--- config.mk ---
export PLATFORM = sky130hd
export DESIGN_NAME = out_recv
export DESIGN_NICKNAME = d
export VERILOG_FILES = /design/src/rtl/out_recv.sv
export SDC_FILE = /design/constraint.sdc
export NUM_CORES = 1
export LEC_CHECK = 0
export CAP_MARGIN = 15
export CORE_MARGIN = 2
export CORE_UTILIZATION = 56
export CTS_CLUSTER_DIAMETER = 80
export DETAILED_ROUTE_END_ITERATION = 8
export PLACE_DENSITY = 0.78
export SYNTH_ARGS = -nofsm -noshare
export SYNTH_HDL_FRONTEND = slang
export SYNTH_SLANG_ARGS = --single-unit
--- constraint.sdc ---
create_clock -name clk -period 2.2 [get_ports clk]
set_input_delay 0.44 -clock clk [delete_from_list [all_inputs] [get_ports clk]]
set_output_delay 0.44 -clock clk [all_outputs]
set_load 0.01 [all_outputs]
--- src/rtl/out_recv.sv ---
// rtl/out_recv.sv - accumulator-to-stream frame buffer: fill from two lanes, then drain as a stream
//
// Collects FRAME_LEN words written from two accumulator lanes (even/odd
// address) into a frame buffer, then streams the frame out in address order.
//
// Ports:
//   clk, rst_n              clock; asynchronous active-low reset (release synchronized)
//   out_period, out_addr    buffer write strobe and address
//   out_fin                 group-end marker (informational, no state effect)
//   update, acc_in0/1       load strobe and data for the two hold registers
//   m_valid/m_ready/m_data/m_last   output stream
//   busy                    high while the frame is being drained
//   overrun                 sticky: a write arrived while draining
module out_recv #(
  parameter int DW        = 16,
  parameter int FRAME_LEN = 64
) (
  input  logic          clk,
  input  logic          rst_n,
  input  logic          out_period,
  input  logic [5:0]    out_addr,
  input  logic          out_fin,
  input  logic          update,
  input  logic [DW-1:0] acc_in0,
  input  logic [DW-1:0] acc_in1,
  output logic          m_valid,
  input  logic          m_ready,
  output logic [DW-1:0] m_data,
  output logic          m_last,
  output logic          busy,
  output logic          overrun
);

  localparam int             AW       = (FRAME_LEN > 2) ? $clog2(FRAME_LEN) : 1;
  localparam logic [6:0]     FL7      = 7'(FRAME_LEN);
  localparam logic [AW-1:0]  LAST_PTR = AW'(FRAME_LEN - 1);

  typedef enum logic {FILL = 1'b0, DRAIN = 1'b1} state_t;

  state_t        state, state_nxt;
  logic [1:0]    rst_sync;
  logic          rst_i;
  logic [DW-1:0] hold0, hold1;
  logic [DW-1:0] mem [FRAME_LEN];
  logic [6:0]    wr_cnt;
  logic [AW-1:0] rd_ptr, rd_addr;
  logic          started;
  logic          wr_en, addr_ok, frame_done, last_beat, load;
  logic [DW-1:0] wdata;
  logic          unused_fin;

  // out_fin only delimits groups upstream; frame completion is count-based.
  assign unused_fin = out_fin;

  // Assertion passes straight through; release is delayed two edges so the
  // first active edge never races the reset removal.
  always_ff @(posedge clk or negedge rst_n) begin
    if (!rst_n) rst_sync <= 2'b00;
    else        rst_sync <= {rst_sync[0], 1'b1};
  end
  assign rst_i = rst_sync[1];

  assign busy       = (state == DRAIN);
  assign wr_en      = rst_i && (state == FILL) && out_period;
  assign addr_ok    = ({1'b0, out_addr} < FL7);
  assign frame_done = wr_en && ((wr_cnt + 7'd1) == FL7);
  assign last_beat  = m_valid && m_ready && m_last;

  // A pending update is forwarded straight to the buffer so the first write
  // of a group sees the fresh accumulator values, not the stale hold copy.
  assign wdata = out_addr[0] ? (update ? acc_in1 : hold1)
                             : (update ? acc_in0 : hold0);

  // started gives the one idle cycle after DRAIN entry; the output register
  // then reloads on the first fetch and on every non-final handshake.
  assign load    = (state == DRAIN) && started && (!m_valid || (m_ready && !m_last));
  assign rd_addr = m_valid ? (rd_ptr + AW'(1)) : rd_ptr;

  always_ff @(posedge clk or negedge rst_i) begin
    if (!rst_i) state <= FILL;
    else        state <= state_nxt;
  end

  always_comb begin
    state_nxt = state;
    case (state)
      FILL:    if (frame_done) state_nxt = DRAIN;
      DRAIN:   if (last_beat)  state_nxt = FILL;
      default: state_nxt = FILL;
    endcase
  end

  always_ff @(posedge clk) begin
    if (wr_en && addr_ok) mem[out_addr[AW-1:0]] <= wdata;
  end

  always_ff @(posedge clk or negedge rst_i) begin
    if (!rst_i) begin
      hold0   <= '0;
      hold1   <= '0;
      wr_cnt  <= '0;
      rd_ptr  <= '0;
      started <= 1'b0;
      m_valid <= 1'b0;
      m_data  <= '0;
      m_last  <= 1'b0;
      overrun <= 1'b0;
    end else begin
      if (update) begin
        hold0 <= acc_in0;
        hold1 <= acc_in1;
      end
      if (wr_en) wr_cnt <= frame_done ? 7'd0 : (wr_cnt + 7'd1);
      if ((state == DRAIN) && out_period) overrun <= 1'b1;
      if (frame_done) begin
        rd_ptr  <= '0;
        started <= 1'b0;
      end
      if ((state == DRAIN) && !started) started <= 1'b1;
      if (load) begin
        m_valid <= 1'b1;
        m_data  <= mem[rd_addr];
        m_last  <= (rd_addr == LAST_PTR);
        rd_ptr  <= rd_addr;
      end else if (last_beat) begin
        m_valid <= 1'b0;
        m_last  <= 1'b0;
        rd_ptr  <= '0;
        started <= 1'b0;
      end
    end
  end

endmodule

Word-level counts from Yosys, hierarchy flattened
Memories as Yosys holds them, arrays and structs flattened. A register that Yosys moved wholly into a read port is not among the register bits.
Cells that the tools add are included.
{ "classes": {"reduce_logical": 17, "bitwise_logic": 1, "n_eq_ne": 2, "order_cmp": 0, "shifts": 0, "mux": 20, "n_div": 0, "mul": 0, "addsub": 2} }
{ "op_table": {"columns": ["operator", "n"], "rows": [
  ["two-way mux 16 bit", 3],
  ["two-way mux 6 bit", 4],
  ["two-way mux 1 bit", 11],
  ["logical AND 1 bit", 10],
  ["adder 7 x 1 -> 7 bit, second input constant", 1],
  ["== test 7 bit, second input constant", 1],
  ["two-way mux 7 bit", 1],
  ["adder 6 x 1 -> 6 bit, second input constant", 1],
  ["== test 6 bit, second input constant", 1],
  ["logical NOT 1 bit", 4],
  ["nonzero test 3 bit", 1],
  ["one-hot mux 1 bit (2 select lines)", 1],
  ["nonzero test 2 bit", 1],
  ["logical OR 1 bit", 1],
  ["inverter 1 bit", 1]
]} }
{ "word_totals": {"out_inout_bits": 20, "mem_count": 1, "wordCells": 53, "rom_bits": 0, "ramBits": 1024, "inputBits": 44, "latch_bits": 0, "register_bits": 52} }
{ "mem_list": {"columns": ["memory", "depth", "width", "rd", "rd_clocked_by_memory_dff", "wr", "line", "rtl"], "rows": [
  ["mem", 64, 16, 1, 1, 1, "44", "logic [DW-1:0] mem [FRAME_LEN];"]
]} }

Longest topological paths before layout
{ "depth": {"word_depth": 8, "depth_mapped": 11, "ltp_nobuf": 8} }

Worst setup path after synthesis
Ideal clock, no wire load.
{ "synth_path": {"kind": "flip-flop to flip-flop", "startpoint": "reg rst_sync[1]", "endpoint": "mem mem[60][0] (enable)", "arrival_time_ps": 3522, "period_less_slack_ps": 3910, "path_slack_ps": -1710, "setup_time_ps": 389, "n_path_buf": 0, "stages_incl_launch_ff": 5, "required_ps": 1811, "path_cell_list": "dfrtp_1 > nand3_1 > nor2_1 > nand3b_1 > nor2_1"} }
{ "synth_via": {"elab_chain_cells": 4} }
{ "synth_lines": {"columns": ["item", "line", "rtl"], "rows": [
  ["start: declaration", "41", "logic [1:0] rst_sync;"],
  ["start signal: assignment", "59", "else rst_sync <= {rst_sync[0], 1'b1};"],
  ["logical AND 1 bit (2 in a row)", "64", "assign wr_en = rst_i && (state == FILL) && out_period;"],
  ["two-way mux 1 bit", "94", "if (wr_en && addr_ok) mem[out_addr[AW-1:0]] <= wdata;"],
  ["two-way mux 1 bit (implied by the code)", "94", null],
  ["end: declaration", "44", null]
]} }
Every way passes these cells.

Worst setup path after layout
{ "layout_path": {"startpoint": "reg rd_ptr[0]", "endpoint": "reg m_data[12], read port of mem"} }
{ "layout_via": {"elab_chain_cells": 2} }
{ "layout_lines": {"columns": ["item", "line", "rtl"], "rows": [
  ["start: declaration", "46", "logic [AW-1:0] rd_ptr, rd_addr;"],
  ["start signal: assignment", "124", "rd_ptr <= rd_addr;"],
  ["adder 6 x 1 -> 6 bit", "77", "assign rd_addr = m_valid ? (rd_ptr + AW'(1)) : rd_ptr;"],
  ["two-way mux 6 bit *", "77", null],
  ["end: declaration", "28", "output logic [DW-1:0] m_data,"]
]} }
Mark *: on every way between the ends. The rest lies on a longest branch, timed or not.
A chain may end at the register's enable or synchronous reset.

==> metrics.txt <==
# TYPE chip_impl_metric gauge
chip_impl_info{name="status",value="complete, but fails checks"} 1
chip_impl_info{name="violations_in_the_final_reports",value="negative setup slack"} 1
chip_impl_metric{name="io_buffer_count",unit=""} 62
chip_impl_metric{name="fmax",unit="MHz"} 355.2
chip_impl_metric{name="grt_use_total",unit="%"} 29.66
chip_impl_metric{name="die_x",unit="um"} 280.8
chip_impl_metric{name="syn-num-nets",unit=""} 2329
chip_impl_info{name="class_of_the_most_critical_setup_path",value="reg -> reg"} 1
chip_impl_metric{name="ys_ff_latch",unit=""} 1092
chip_impl_metric{name="clock_skew",unit="ns"} 0.02342
chip_impl_metric{name="floorplan.rows",unit=""} 101
chip_impl_metric{name="grt_overflow_total",unit=""} 0
chip_impl_metric{name="post_dr_wirelength_cell",unit="um"} 30.66
chip_impl_info{name="ctsRootBufferMaster",value="sky130_fd_sc_hd__clkbuf_16"} 1
chip_impl_info{name="mostFrequentLayoutCell",value="sky130_fd_sc_hd__edfxtp_1"} 1
chip_impl_metric{name="worst_slew_pin_slew",unit="ns"} 0.5994
chip_impl_metric{name="io_pins",unit=""} 64
chip_impl_metric{name="ant_nets",unit=""} 0
chip_impl_info{name="grt_setup_unrepaired",value="yes"} 1
chip_impl_metric{name="ys_warn_count",unit=""} 0
chip_impl_metric{name="hold_violations",unit=""} 0
chip_impl_metric{name="mappedNetlistArea",unit="um2"} 42900
chip_impl_metric{name="power_density",unit="nW/um2"} 1121
chip_impl_metric{name="synth_edf_count",unit=""} 1024
chip_impl_metric{name="via_count",unit=""} 25050
chip_impl_metric{name="syn_inst",unit=""} 2282
chip_impl_metric{name="synth.avg_cell_area",unit="um2"} 18.80
chip_impl_metric{name="fraction_of_final_layout_cells_sized_beyond_drive_strength_1",unit="%"} 34.42
chip_impl_metric{name="post-route-period-util",unit="%"} 128.0
chip_impl_info{name="launching_element_of_the_worst_setup_path",value="rd_ptr[0]"} 1
chip_impl_metric{name="cts_buffers",unit=""} 104
chip_impl_metric{name="fin_crit",unit="ns"} 2.815
chip_impl_metric{name="max-clock-path-buffers",unit=""} 3
chip_impl_metric{name="numClockSinks",unit=""} 1092
chip_impl_metric{name="setup_viol_count_final",unit=""} 16
chip_impl_metric{name="clk_pin_slew_worst_paths",unit="ns"} 0.06
chip_impl_metric{name="initial_drc_count",unit=""} 3684
chip_impl_info{name="clock_tree_from_tritoncts",value="done"} 1
chip_impl_metric{name="antenna_found_initial",unit=""} 3
chip_impl_info{name="leading_area_contributor_after_synthesis",value="sky130_fd_sc_hd__edfxtp_1"} 1
chip_impl_info{name="type_of_origin_of_the_critical_path",value="flip-flop"} 1
chip_impl_metric{name="drc_errors",unit=""} 0
chip_impl_info{name="synthFlopType",value="sky130_fd_sc_hd__edfxtp_1"} 1
chip_impl_metric{name="initial_core_util",unit="%"} 56.48
chip_impl_metric{name="setup_ws",unit="ns"} -0.6151
chip_impl_metric{name="finalWeightedCongestion",unit=""} 0.9182
chip_impl_metric{name="global_route_wire_length_before_repair",unit="mm"} 168.6
chip_impl_metric{name="first_global_vias",unit=""} 25130
chip_impl_metric{name="finish.net_count",unit=""} 2755
chip_impl_metric{name="finalWirelength",unit="mm"} 117.3
chip_impl_info{name="reg2reg_from",value="rd_ptr[0]"} 1
chip_impl_metric{name="final-max-slew-violation-count",unit=""} 0
chip_impl_metric{name="die-area",unit="um2"} 78830
chip_impl_metric{name="timing.hold.ws",unit="ns"} 0.3535
chip_impl_metric{name="layout-area-overhead-vs-synth",unit="%"} 25.96
chip_impl_metric{name="postSynth.asyncResetShare",unit="%"} 6.227
chip_impl_info{name="worstHoldStart",value="rst_sync[0]"} 1
chip_impl_info{name="worst_setup_path_end_kind",value="flip-flop"} 1
chip_impl_metric{name="h-tree-depth",unit=""} 3
chip_impl_metric{name="aggregate_negative_setup_slack",unit="ns"} -8.840
chip_impl_metric{name="post-dp-hpwl",unit="mm"} 71.42
chip_impl_metric{name="cp_max_fo",unit=""} 20
chip_impl_metric{name="routed_via_density",unit=""} 6.546
chip_impl_info{name="hold_crit_class",value="reg -> reg"} 1
chip_impl_metric{name="design.core.area",unit="um2"} 75950
chip_impl_metric{name="vdd.ir_drop.worst",unit="mV"} 0.7414
chip_impl_info{name="layout_common_cells",value="sky130_fd_sc_hd__edfxtp_1, sky130_fd_sc_hd__mux2i_1, sky130_fd_sc_hd__buf_4"} 1
chip_impl_metric{name="worst_ep_arrival_time",unit="ns"} 3.36
chip_impl_metric{name="power.leakage",unit="nW"} 17.99
chip_impl_metric{name="grt_max_degree",unit=""} 65
chip_impl_metric{name="die-height",unit="um"} 280.8
chip_impl_metric{name="yosysSeqAreaShare",unit="%"} 75.65
chip_impl_metric{name="synthDistinctLibCells",unit=""} 64
chip_impl_metric{name="maxSlewHeadroom",unit="%"} 59.76
chip_impl_metric{name="crit_required",unit="ns"} 2.75
chip_impl_metric{name="yosysTopAreaCellShare",unit="%"} 71.68
chip_impl_metric{name="worst_skew_pair_latency",unit="ns"} 0.68
chip_impl_metric{name="detail_route.first_pass.iterations",unit=""} 6
chip_impl_info{name="yosys-top-cells-area",value="sky130_fd_sc_hd__edfxtp_1, sky130_fd_sc_hd__mux4_2, sky130_fd_sc_hd__mux2i_1, sky130_fd_sc_hd__dfrtp_1, sky130_fd_sc_hd__o221ai_1"} 1
chip_impl_metric{name="setup_slack_at_placement",unit="ns"} -0.7441
chip_impl_metric{name="cap_viol_max_count",unit=""} 0
chip_impl_metric{name="total_power_after_layout",unit="W"} 0.06056
-- layer usage --
metal / share of wire (%) / GRT usage [%] / vias up
li1: - / - / 10260
met3: 9.0 / 4.897 / 310
met2: 50 / 49.23 / 1586
met5: 0.011 / 0 / -
met1: 37 / 39.38 / 12890
met4: 4.8 / 12.24 / 2
-- repair_timing --
action,CTS,global route
hold buffers,1,0
resized for setup,170,78
setup endpoints to repair,21,22
cloned,9,1
setup buffers,29,7
pin swaps,33,20
endpoints found under the hold margin,2,0
-- kinds of logic (layout without fill, tap and decap cells) --
family | count (synthesis) | count (layout) | share of synthesized area (%)
other | 1 | 3 | 0.008742
and+or+nand+nor | 304 | 304 | 3.121
adders and majority gates | 3 | 3 | 0.08751
muxes | 411 | 411 | 13.46
xor gates and xnor gates | 12 | 12 | 0.3413
buffers and inverters | 139 | 651 | 1.695
DFF | 1092 | 1092 | 75.65
AOI/OAI and AO/OA | 320 | 321 | 5.638
-- power breakdown --
part / switching (W) / internal, W
logic: 0.0108 / 0.00799
registers: 0.000294 / 0.0234
clock network: 0.00774 / 0.0103
total: 0.0188 / 0.0417
-- Yosys cell counts, types with 3 or more instances --
cell type	instances
sky130_fd_sc_hd__a2111oi_0	14
sky130_fd_sc_hd__a21oi_1	64
sky130_fd_sc_hd__a221oi_1	6
sky130_fd_sc_hd__a32o_1	15
sky130_fd_sc_hd__a32oi_1	30
sky130_fd_sc_hd__and3_1	4
sky130_fd_sc_hd__buf_1	10
sky130_fd_sc_hd__buf_2	54
sky130_fd_sc_hd__buf_4	16
sky130_fd_sc_hd__buf_6	10
sky130_fd_sc_hd__clkbuf_1	46
sky130_fd_sc_hd__dfrtp_1	68
sky130_fd_sc_hd__edfxtp_1	1024
sky130_fd_sc_hd__ha_1	3
sky130_fd_sc_hd__mux2_2	48
sky130_fd_sc_hd__mux2i_1	235
sky130_fd_sc_hd__mux4_2	128
sky130_fd_sc_hd__nand2_1	98
sky130_fd_sc_hd__nand2b_1	3
sky130_fd_sc_hd__nand3_1	44
sky130_fd_sc_hd__nand3b_1	5
sky130_fd_sc_hd__nor2_1	111
sky130_fd_sc_hd__nor3_1	21
sky130_fd_sc_hd__o2111ai_1	16
sky130_fd_sc_hd__o21a_1	15
sky130_fd_sc_hd__o21ai_0	21
sky130_fd_sc_hd__o221ai_1	86
sky130_fd_sc_hd__o22ai_1	31
sky130_fd_sc_hd__o31ai_1	3
sky130_fd_sc_hd__xnor2_1	3
sky130_fd_sc_hd__xor2_1	5
-- path summary, 6_finish.rpt --
path,to,slack (ns),depth (start not counted)
worst min-delay path,rst_sync[1],0.35,0
worst min register to register,rst_sync[1],0.35,0
min in group asynchronous,busy,0.40,1
worst max-delay path,m_data[12],-0.62,10
worst max register to register,m_data[12],-0.62,10
max in group asynchronous,hold0[3],1.36,1
-- stage by stage --
stage                     std cells  area [um2]  utilization [%]
after floorplan                2282       43040                -
after global placement         3587       48710            64.13
after detailed placement       3587       48710            64.13
after CTS                      3818       53520            70.46
after global routing           3826       54030            71.14
final                          3827       54030            71.15
-- flip-flops by register name, indices dropped and copies added, names as in the netlist --
| register | flops |
|---|---|
| hold1 | 16 |
| overrun | 1 |
| busy | 1 |
| m_data | 16 |
| rst_sync | 2 |
| rd_ptr | 6 |
| m_valid | 1 |
| hold0 | 16 |
| wr_cnt | 7 |
| started | 1 |
| m_last | 1 |
| mem | 1024 |
-- worst max-delay path: stages (launching register included) --
cell and delay (ns):
sky130_fd_sc_hd__dfrtp_1 0.42, sky130_fd_sc_hd__buf_6 0.15, sky130_fd_sc_hd__xnor2_4 0.21, sky130_fd_sc_hd__buf_6 0.18
sky130_fd_sc_hd__buf_12 0.19, sky130_fd_sc_hd__buf_12 0.23, sky130_fd_sc_hd__mux2i_1 0.30, sky130_fd_sc_hd__o221ai_1 0.23
sky130_fd_sc_hd__a21oi_1 0.41, sky130_fd_sc_hd__a2111oi_4 0.09, sky130_fd_sc_hd__a32o_1 0.25
-- area by class of cell --
class	count	area, um2
flip-flops and latches	1092	32460
fillers	4246	21910
multi-input cells	1052	11080
repair buffers	455	5756
clock buffers	127	2740
well taps	1030	1289
clock inverters	66	699.4
inverters	3	13.76
diodes	2	5.005
Note: power is estimated with default switching activity, not from simulation.
